[src/rtl/leap_rx_pkg.sv]
// Shared types and helpers for the leap_frame_rx serial frame receiver.
package leap_rx_pkg;

    localparam int unsigned BYTE_W = 8;

    typedef enum logic [2:0] {
        IDLE,
        START,
        DATA,
        PARITY,
        STOP,
        WAIT_HIGH
    } state_t;

    function automatic int unsigned frame_w(input int unsigned n);
        return n * BYTE_W;
    endfunction

endpackage

[src/rtl/leap_frame_rx_if.sv]
// Serial line in, packed frame and status pulses out, between the receiver and its consumer.
interface leap_frame_rx_if #(
    parameter int unsigned NUM_BYTES = 20
);
    import leap_rx_pkg::*;

    localparam int unsigned FRAME_W = frame_w(NUM_BYTES);
    localparam int unsigned IDX_W   = $clog2(NUM_BYTES + 1);

    logic               serial;
    logic [FRAME_W-1:0] frame;
    logic               frame_valid;
    logic               framing_err;
    logic               gap_err;
    logic               parity_err;
    logic [IDX_W-1:0]   byte_idx;
    logic               busy;

    modport master (
        input  serial,
        output frame, frame_valid, framing_err, gap_err, parity_err, byte_idx, busy
    );

    modport slave (
        output serial,
        input  frame, frame_valid, framing_err, gap_err, parity_err, byte_idx, busy
    );

endinterface

[src/rtl/sync_2ff.sv]
// Two-flop synchroniser for a single asynchronous bit, resetting to the line idle level (1).
module sync_2ff (
    input  logic clk,
    input  logic rst_n,
    input  logic d,
    output logic q
);

    logic meta;

    always_ff @(posedge clk) begin
        if (!rst_n) begin
            meta <= 1'b1;
            q    <= 1'b1;
        end else begin
            meta <= d;
            q    <= meta;
        end
    end

endmodule

[src/rtl/leap_frame_rx.sv]
// 8N1 serial receiver packing NUM_BYTES bytes into one atomically updated frame.
// Optional even-parity bit per byte when LEAP_RX_PARITY_EN is defined.
module leap_frame_rx
    import leap_rx_pkg::*;
#(
    parameter int unsigned CLKS_PER_BIT = 1600,
    parameter int unsigned NUM_BYTES    = 20,
    parameter int unsigned GAP_CLKS     = 16 * CLKS_PER_BIT
) (
    input  logic           clk,
    input  logic           rst_n,
    leap_frame_rx_if.master bus
);

    localparam int unsigned FRAME_W = frame_w(NUM_BYTES);
    localparam int unsigned IDX_W   = $clog2(NUM_BYTES + 1);
    localparam int unsigned CNT_W   = $clog2(CLKS_PER_BIT);
    localparam int unsigned GAP_W   = $clog2(GAP_CLKS + 1);

    state_t             state_q, state_d;
    logic               busy_q;
    logic               s_q;
    logic [CNT_W-1:0]   bit_cnt_q, bit_cnt_d;
    logic [2:0]         bit_idx_q, bit_idx_d;
    logic [BYTE_W-1:0]  shreg_q, shreg_d;
    logic [FRAME_W-1:0] stage_q, stage_d;
    logic [FRAME_W-1:0] frame_q, frame_d;
    logic [IDX_W-1:0]   byte_idx_q, byte_idx_d;
    logic [GAP_W-1:0]   gap_cnt_q, gap_cnt_d;
    logic               commit_q, commit_d;
    logic               frame_valid_q, frame_valid_d;
    logic               framing_err_q, framing_err_d;
    logic               gap_err_q, gap_err_d;
    logic               half_c, sample_c, timeout_c;

    sync_2ff u_sync (
        .clk   (clk),
        .rst_n (rst_n),
        .d     (bus.serial),
        .q     (s_q)
    );

    assign half_c    = (bit_cnt_q == CNT_W'(CLKS_PER_BIT / 2 - 1));
    assign sample_c  = (bit_cnt_q == CNT_W'(CLKS_PER_BIT - 1));
    assign timeout_c = (state_q == IDLE) && (byte_idx_q != '0) && (gap_cnt_q == GAP_W'(GAP_CLKS));

    // State register
    always_ff @(posedge clk) begin
        if (!rst_n) begin
            state_q <= IDLE;
            busy_q  <= 1'b0;
        end else begin
            state_q <= state_d;
            busy_q  <= (state_d != IDLE);
        end
    end

    // Next-state logic
    always_comb begin
        state_d = state_q;
        case (state_q)
            IDLE:      if (!s_q) state_d = START;
            START:     if (half_c) state_d = s_q ? IDLE : DATA;
            DATA: begin
                if (sample_c && bit_idx_q == 3'd7) begin
`ifdef LEAP_RX_PARITY_EN
                    state_d = PARITY;
`else
                    state_d = STOP;
`endif
                end
            end
`ifdef LEAP_RX_PARITY_EN
            PARITY:    if (sample_c) state_d = STOP;
`endif
            STOP:      if (sample_c) state_d = s_q ? IDLE : WAIT_HIGH;
            WAIT_HIGH: if (s_q) state_d = IDLE;
            default:   state_d = IDLE;
        endcase
    end

`ifdef LEAP_RX_PARITY_EN
    logic drop_q, drop_d;
    logic parity_err_q, parity_err_d;
`endif

    // Datapath / output next values
    always_comb begin
        bit_idx_d     = bit_idx_q;
        shreg_d       = shreg_q;
        stage_d       = stage_q;
        frame_d       = frame_q;
        byte_idx_d    = byte_idx_q;
        commit_d      = 1'b0;
        frame_valid_d = 1'b0;
        framing_err_d = 1'b0;
        gap_err_d     = 1'b0;
`ifdef LEAP_RX_PARITY_EN
        drop_d        = drop_q;
        parity_err_d  = 1'b0;
`endif

        if (state_d != state_q || state_q == IDLE || state_q == WAIT_HIGH || sample_c)
            bit_cnt_d = '0;
        else
            bit_cnt_d = bit_cnt_q + CNT_W'(1);

        // Gap timer only runs while a partial frame waits on an idle-high line
        if (timeout_c) begin
            gap_cnt_d  = '0;
            gap_err_d  = 1'b1;
            byte_idx_d = '0;
        end else if (state_q == IDLE && byte_idx_q != '0 && s_q)
            gap_cnt_d = gap_cnt_q + GAP_W'(1);
        else
            gap_cnt_d = '0;

        if (commit_q) begin
            frame_d       = stage_q;
            frame_valid_d = 1'b1;
        end

        case (state_q)
            IDLE: begin
                if (!s_q) begin
                    bit_idx_d = '0;
`ifdef LEAP_RX_PARITY_EN
                    drop_d    = 1'b0;
`endif
                end
            end
            DATA: begin
                if (sample_c) begin
                    for (int i = 0; i < BYTE_W; i++)
                        if (bit_idx_q == 3'(i)) shreg_d[i] = s_q;
                    bit_idx_d = bit_idx_q + 3'd1;
                end
            end
`ifdef LEAP_RX_PARITY_EN
            PARITY: begin
                if (sample_c && (s_q != (^shreg_q))) begin
                    parity_err_d = 1'b1;
                    drop_d       = 1'b1;
                    byte_idx_d   = '0;
                end
            end
`endif
            STOP: begin
                if (sample_c) begin
                    if (!s_q) begin
                        framing_err_d = 1'b1;
                        byte_idx_d    = '0;
                    end
`ifdef LEAP_RX_PARITY_EN
                    else if (!drop_q) begin
`else
                    else begin
`endif
                        for (int i = 0; i < NUM_BYTES; i++)
                            if (byte_idx_q == IDX_W'(i)) stage_d[i*BYTE_W +: BYTE_W] = shreg_q;
                        if (byte_idx_q == IDX_W'(NUM_BYTES - 1)) begin
                            commit_d   = 1'b1;
                            byte_idx_d = '0;
                        end else begin
                            byte_idx_d = byte_idx_q + IDX_W'(1);
                        end
                    end
                end
            end
            default: ;
        endcase
    end

    always_ff @(posedge clk) begin
        if (!rst_n) begin
            bit_cnt_q     <= '0;
            bit_idx_q     <= '0;
            shreg_q       <= '0;
            stage_q       <= '0;
            frame_q       <= '0;
            byte_idx_q    <= '0;
            gap_cnt_q     <= '0;
            commit_q      <= 1'b0;
            frame_valid_q <= 1'b0;
            framing_err_q <= 1'b0;
            gap_err_q     <= 1'b0;
        end else begin
            bit_cnt_q     <= bit_cnt_d;
            bit_idx_q     <= bit_idx_d;
            shreg_q       <= shreg_d;
            stage_q       <= stage_d;
            frame_q       <= frame_d;
            byte_idx_q    <= byte_idx_d;
            gap_cnt_q     <= gap_cnt_d;
            commit_q      <= commit_d;
            frame_valid_q <= frame_valid_d;
            framing_err_q <= framing_err_d;
            gap_err_q     <= gap_err_d;
        end
    end

`ifdef LEAP_RX_PARITY_EN
    always_ff @(posedge clk) begin
        if (!rst_n) begin
            drop_q       <= 1'b0;
            parity_err_q <= 1'b0;
        end else begin
            drop_q       <= drop_d;
            parity_err_q <= parity_err_d;
        end
    end
    assign bus.parity_err = parity_err_q;
`else
    assign bus.parity_err = 1'b0;
`endif

    assign bus.frame       = frame_q;
    assign bus.frame_valid = frame_valid_q;
    assign bus.framing_err = framing_err_q;
    assign bus.gap_err     = gap_err_q;
    assign bus.byte_idx    = byte_idx_q;
    assign bus.busy        = busy_q;

endmodule

[src/flat_wrapper.sv]
// flat-port wrapper written by rule: the top's interface ports become plain ports
module leap_frame_rx_flat import leap_rx_pkg::*;
#(
    parameter int unsigned CLKS_PER_BIT = 1600,
    parameter int unsigned NUM_BYTES    = 20,
    parameter int unsigned GAP_CLKS     = 16 * CLKS_PER_BIT
)
  (clk, rst_n, bus_serial, bus_frame, bus_frame_valid, bus_framing_err, bus_gap_err, bus_parity_err, bus_byte_idx, bus_busy);
  leap_frame_rx_if #(.NUM_BYTES(NUM_BYTES)) bus_i ();
  input  logic clk;
  input  logic rst_n;
  input wire logic [$bits(bus_i.serial)-1:0] bus_serial;
  output wire logic [$bits(bus_i.frame)-1:0] bus_frame;
  output wire logic [$bits(bus_i.frame_valid)-1:0] bus_frame_valid;
  output wire logic [$bits(bus_i.framing_err)-1:0] bus_framing_err;
  output wire logic [$bits(bus_i.gap_err)-1:0] bus_gap_err;
  output wire logic [$bits(bus_i.parity_err)-1:0] bus_parity_err;
  output wire logic [$bits(bus_i.byte_idx)-1:0] bus_byte_idx;
  output wire logic [$bits(bus_i.busy)-1:0] bus_busy;
  assign bus_i.serial = bus_serial;
  assign bus_frame = bus_i.frame;
  assign bus_frame_valid = bus_i.frame_valid;
  assign bus_framing_err = bus_i.framing_err;
  assign bus_gap_err = bus_i.gap_err;
  assign bus_parity_err = bus_i.parity_err;
  assign bus_byte_idx = bus_i.byte_idx;
  assign bus_busy = bus_i.busy;
  leap_frame_rx #(.CLKS_PER_BIT(CLKS_PER_BIT), .NUM_BYTES(NUM_BYTES), .GAP_CLKS(GAP_CLKS)) u_core (.clk(clk), .rst_n(rst_n), .bus(bus_i));
endmodule
[config.mk]
export PLATFORM = sky130hd
export DESIGN_NAME = leap_frame_rx_flat
export DESIGN_NICKNAME = d
export VERILOG_FILES = /design/src/rtl/leap_rx_pkg.sv /design/src/rtl/leap_frame_rx_if.sv /design/src/rtl/sync_2ff.sv /design/src/rtl/leap_frame_rx.sv /design/src/flat_wrapper.sv
export SDC_FILE = /design/constraint.sdc
export NUM_CORES = 1
export LEC_CHECK = 0
export BUFFER_PORTS_ARGS = -buffer_cell sky130_fd_sc_hd__buf_2
export CAP_MARGIN = 10
export CORE_MARGIN = 1.5
export CORE_UTILIZATION = 60
export CTS_CLUSTER_SIZE = 12
export DETAILED_ROUTE_END_ITERATION = 8
export PLACE_DENSITY = 0.78
export SYNTH_ARGS = -nofsm -noshare
export SYNTH_HDL_FRONTEND = slang
export SYNTH_SLANG_ARGS = --single-unit
[constraint.sdc]
create_clock -name clk -period 3.53 [get_ports clk]
set_input_delay 0.5295 -clock clk [delete_from_list [all_inputs] [get_ports clk]]
set_output_delay 0.5295 -clock clk [all_outputs]
set_load 0.02 [all_outputs]
-- Word-level counts from Yosys, hierarchy flattened
Index checks and enable logic that the tools add are counted.
- flip-flop bits (word level): 372
- bits in latches: 0
- RAM bits: 0
- bits in read-only memories: 0
- bits of input ports: 3
- logic and storage cells: 149
- memories: 0
- add/subtract/negate cells: 4
- multipliers: 0
- div/mod/pow operators: 0
- $lt $le $gt $ge: 0
- eq/ne operators: 36
- shift-type cells: 0
- mux-type cells: 20
- bitwise operators: 2
- reduce and logical (&&, ||, !) cells: 46
- operator list (operator ; count):
    $reduce_and A4 Y1 ; 21
    $eq A5 B4 Y1 const B ; 8
    $reduce_and A3 Y1 ; 10
    $mux W5 ; 5
    $mux W3 ; 8
    $eq A5 B3 Y1 const B ; 4
    $eq A5 B5 Y1 const B ; 4
    $eq A3 B3 Y1 const B ; 6
    $add A15 B1 Y15 const B ; 1
    $eq A15 B15 Y1 const B ; 1
    $pmux W3 S5 ; 1
    $add A11 B1 Y11 const B ; 1
    $eq A11 B10 Y1 const B ; 1
    $eq A11 B11 Y1 const B ; 1
    $eq A5 B2 Y1 const B ; 2
    $eq A3 B2 Y1 const B ; 3
    $eq A3 B1 Y1 const B ; 2
    $logic_not A3 Y1 ; 2
    $pmux W3 S2 ; 1
    $add A5 B1 Y5 const B ; 1
    $eq A5 B1 Y1 const B ; 1
    $logic_not A5 Y1 ; 1
    $reduce_bool A5 Y1 ; 1
    $logic_and A1 B1 Y1 ; 4
    other kinds (12) ; 18

-- Depth between registers and ports, before layout
- depth in word-level cells: 9
- gate-level depth with buffers: 10
- mapped depth without buffers: 7

-- Hierarchy
Synthesis repeated with hierarchy kept, for this count alone.
- cell total of the unflattened synthesis: 1387
- area total of the unflattened synthesis: 13977.2 um^2
- by module, submodules not included (module ; times used ; cells an instance ; area each (um^2) ; sequential area each (um^2)):
    leap_frame_rx ; 1 ; 1383 ; 13924.6 ; 7407.1
    sync_2ff ; 1 ; 4 ; 52.6 ; 40.0

-- Worst setup path before layout
No wires, ideal clock.
- kind: reg-to-reg
- start: reg u_core.bit_cnt_q[0]
- end: reg u_core.stage_q[64]
- setup time: 127 ps
- arrival: 2024 ps
- setup slack: 1379 ps
- cell stages (with the launch flop): 10
- buffers on the path: 3
- period minus slack after synthesis: 2151 ps
- path through: dfxtp_1 > ha_1 > and4_1 > buf_6 > nand4_4 > buf_6 > buf_4 > nor2_2 > nand4_2 > mux2i_1
- longest elaborated chain between the ends: 2
- RTL lines (item ; line ; text):
    start: declaration ; leap_frame_rx.sv:23 ; logic [CNT_W-1:0] bit_cnt_q, bit_cnt_d;
    start signal: assignment ; leap_frame_rx.sv:188 ; bit_cnt_q <= bit_cnt_d;
    $eq A11 B11 Y1 ; leap_frame_rx.sv:44 ; assign sample_c = (bit_cnt_q == CNT_W'(CLKS_PER_BIT - 1));
    $reduce_and A4 Y1 (no source line) ; -- ;
    end signal: assignment ; leap_frame_rx.sv:191 ; stage_q <= stage_d;
    end: declaration ; leap_frame_rx.sv:26 ; logic [FRAME_W-1:0] stage_q, stage_d;
No other way between the ends.
A chain may end at the register's enable or synchronous reset.

-- Worst setup path in the final report
- start: reg u_core.bit_cnt_q[0]
- end: reg u_core.stage_q[55]
Same word-level chain as after synthesis.

==> results.sh <==
export IMPL_first_pass_iters=4
export IMPL_crit_arrival_ps=3240
export IMPL_setup_viol=0
export IMPL_dieArea_mm2=0.02556
export IMPL_crit_family="simple AND/OR/NAND/NOR gates"
export IMPL_cellLeakagePower_nw=6.531
export IMPL_cpMaxStageDelayCell="nor4_4"
export IMPL_path_buf_inv=0
export IMPL_layout_area_overhead_vs_synth_pct=14.81
export IMPL_tightest_slew_ps=1130
export IMPL_vias=9847
export IMPL_dp_slack_ps=697.0
export IMPL_root_buffer="clkbuf_16"
export IMPL_cts_hold_buffers=0
export IMPL_drc=0
export IMPL_gr_total_overflow=0
export IMPL_min_period_over_period=0.8027
export IMPL_clock_skew_ps=20.74
export IMPL_cts_buffers=39
export IMPL_cts_max_level=2
export IMPL_hold_viol_final=0
export IMPL_finalWeightedCongestion=0.8850
export IMPL_synth_area_leaders="dfxtp_1 (50%), mux2i_1 (22%), nor2b_1 (12%)"
export IMPL_finalNetCount=1534
export IMPL_max_stage_delay_ps=840
export IMPL_timing_fmax_mhz=352.9
export IMPL_drive_above_1_share=0.1661
export IMPL_grt_setup_unrepaired="no"
export IMPL_finalCriticalPeriod_ps=2834
export IMPL_yosysTopAreaCellShare=0.5044
export IMPL_yosysUniqueCellTypes=50
export IMPL_crit_type="reg2reg"
export IMPL_fp_row_count=57
export IMPL_crit_chain="ha_1 > and4_1 > nand4_4 > nor4_4 > mux2i_1 > nor2b_1"
export IMPL_finalWorstSetupSlack_ps=696.5
export IMPL_ant_nets=0
export IMPL_post_cts_resized=0
export IMPL_cts_tree="yes"
export IMPL_required_ps=3930
export IMPL_core_mm2=0.02425
export IMPL_dr_first_iter_drc_count=553
export IMPL_clkTransAtPathRegs_ps=60
export IMPL_io_buffers=171
export IMPL_diodes=0
export IMPL_outcome="finished clean"
export IMPL_netlist_area_mm2=0.01477
export IMPL_grt_pass1_wl_mm=49.89
export IMPL_drt_vias_per_instance=5.297
export IMPL_wirelength_mm=31.22
export IMPL_antenna_found_initial=0
export IMPL_grt_pass1_vias=9434
export IMPL_die_w_um=159.9
export IMPL_synth_top_area_cell="dfxtp_1"
export IMPL_crit_fanout=19
export IMPL_start_util=0.6089
export IMPL_postCtsSetupRepairBufs=0
export IMPL_synth_area_per_cell_um2=10.71
export IMPL_min_path_type="in2reg"
export IMPL_synth_fp_nets=1396
export IMPL_io_pins=173
export IMPL_endpoint_kind="register"
export IMPL_chipHeight_um=159.9
export IMPL_fillerInstances=1847
export IMPL_worstSetupStartpointType="register"
export IMPL_slew_headroom=0.2455
export IMPL_finalMaxSlewViolations=0
export IMPL_grt_total_usage=0.2403
export IMPL_ir_worst_vdd_uv=396.8
export IMPL_setup_tns_final_ps=0
export IMPL_layout_commonest_cell="dfxtp_1"
export IMPL_layout_common_cells="dfxtp_1 (371), mux2i_1 (320), nor2b_1 (288), buf_2 (170), nand2_1 (82)"
export IMPL_p_per_area_mw_per_mm2=473.7
export IMPL_ys_seq_area_frac=0.5044
export IMPL_clkSinkCount=372
export IMPL_yosys_warnings=0
export IMPL_clock_latency_ps=520
export IMPL_cap_violations=0
export IMPL_cts_buffer_depth=3
export IMPL_dp_final_hpwl_mm=19.74
export IMPL_grt_max_degree=119
export IMPL_wl_per_cell_um=16.79
export IMPL_synth_cells=1379
export IMPL_yosys_register_bits=372
metrics by stage:
stage                     hold WS (ps)  instance area [um2]    util  instances  power [mW]
after floorplan                  386.3                14770       -       1379       4.396
after global placement           387.4                15820  0.6523       1800       4.412
after detailed placement         395.5                15820  0.6523       1800       4.412
after CTS                        210.1                16950  0.6991       1859       8.106
after global routing             226.7                16950  0.6991       1859       8.293
final                            223.7                16950  0.6991       1859       8.030
layer usage:
metal	GRT usage	routed length [um]	vias to the layer above
met5	0	0	-
met4	0.06245	664	0
met2	0.4008	14520	221
li1	-	-	4887
met3	0.03481	1439	51
met1	0.3283	14590	4688
state kept, by name (all words and copies together) (netlist names), 3 cells and up:
name and cells:
u_core.stage_q 160, u_core.bit_idx_q 3, u_core.state_q 3, u_core.shreg_q 8, u_core.gap_cnt_q 15, u_core.bit_cnt_q 11
u_core.bus.frame 160, u_core.bus.byte_idx 5
Yosys cell counts, drive strengths merged:
| library cell | count |
|---|---|
| or2 | 1 |
| a21boi | 9 |
| nor3 | 8 |
| o211ai | 2 |
| dfxtp | 372 |
| nand2b | 6 |
| a21o | 3 |
| mux2i | 320 |
| o21a | 1 |
| o22ai | 3 |
| or3b | 1 |
| xnor2 | 7 |
| nand3 | 28 |
| inv | 16 |
| a211o | 2 |
| and2 | 6 |
| nor2b | 288 |
| a31oi | 1 |
| o21ai | 7 |
| buf | 20 |
| clkbuf | 70 |
| or3 | 1 |
| nor2 | 39 |
| nor4 | 10 |
| a21oi | 3 |
| o31ai | 1 |
| nor4b | 3 |
| conb | 1 |
| nand2 | 82 |
| nor3b | 5 |
| and4 | 3 |
| nor4bb | 2 |
| xor2 | 17 |
| nand4 | 18 |
| ha | 14 |
| o2bb2ai | 1 |
| o311a | 2 |
| and3 | 6 |
layout make-up:
type / count / area, um2 / share of cell area
multi-input combinational: 901 / 6894 / 0.4067
timing repair buffer: 187 / 1007 / 0.05941
sequential: 372 / 7451 / 0.4395
clock buffer: 55 / 1109 / 0.06539
tap: 324 / 405.4 / 0.02391
clock inverter: 4 / 26.28 / 0.001550
inverter: 16 / 60.06 / 0.003543
kinds of logic after synthesis:
logic type,Yosys count,synth area share
mux,320,0.2169
simple gates,507,0.2073
compound gates,35,0.01635
flops,372,0.5044
buf+inv,106,0.02873
fa+ha+maj,14,0.01186
other cells,1,0.0002540
xor+xnor,24,0.01424
path summary, 6_finish.rpt:
kind / from / end / slack [ps] / cells past startpoint
setup / recovery: u_core.bit_cnt_q[0] / u_core.stage_q[55] / 700 / 6
hold / removal: bus_serial / u_core.u_sync.meta / 220 / 2
setup reg to reg: u_core.bit_cnt_q[0] / u_core.stage_q[55] / 700 / 6
hold reg to reg: u_core.u_sync.meta / u_core.u_sync.q / 400 / 1
worst register-to-register path, cell delays in order, from the launching register on:
cell	delay, ps
dfxtp_1	380
ha_1	250
and4_1	390
nand4_4	520
nor4_4	840
mux2i_1	290
nor2b_1	70
report_power, final:
part	switching [mW]	internal, mW	total (mW)
clock	1.54	2.17	3.71
sequential	0.00470	4.20	4.21
combinational	0.0594	0.0559	0.115
total	1.61	6.42	8.03
Power figures use the tool's default switching activity.
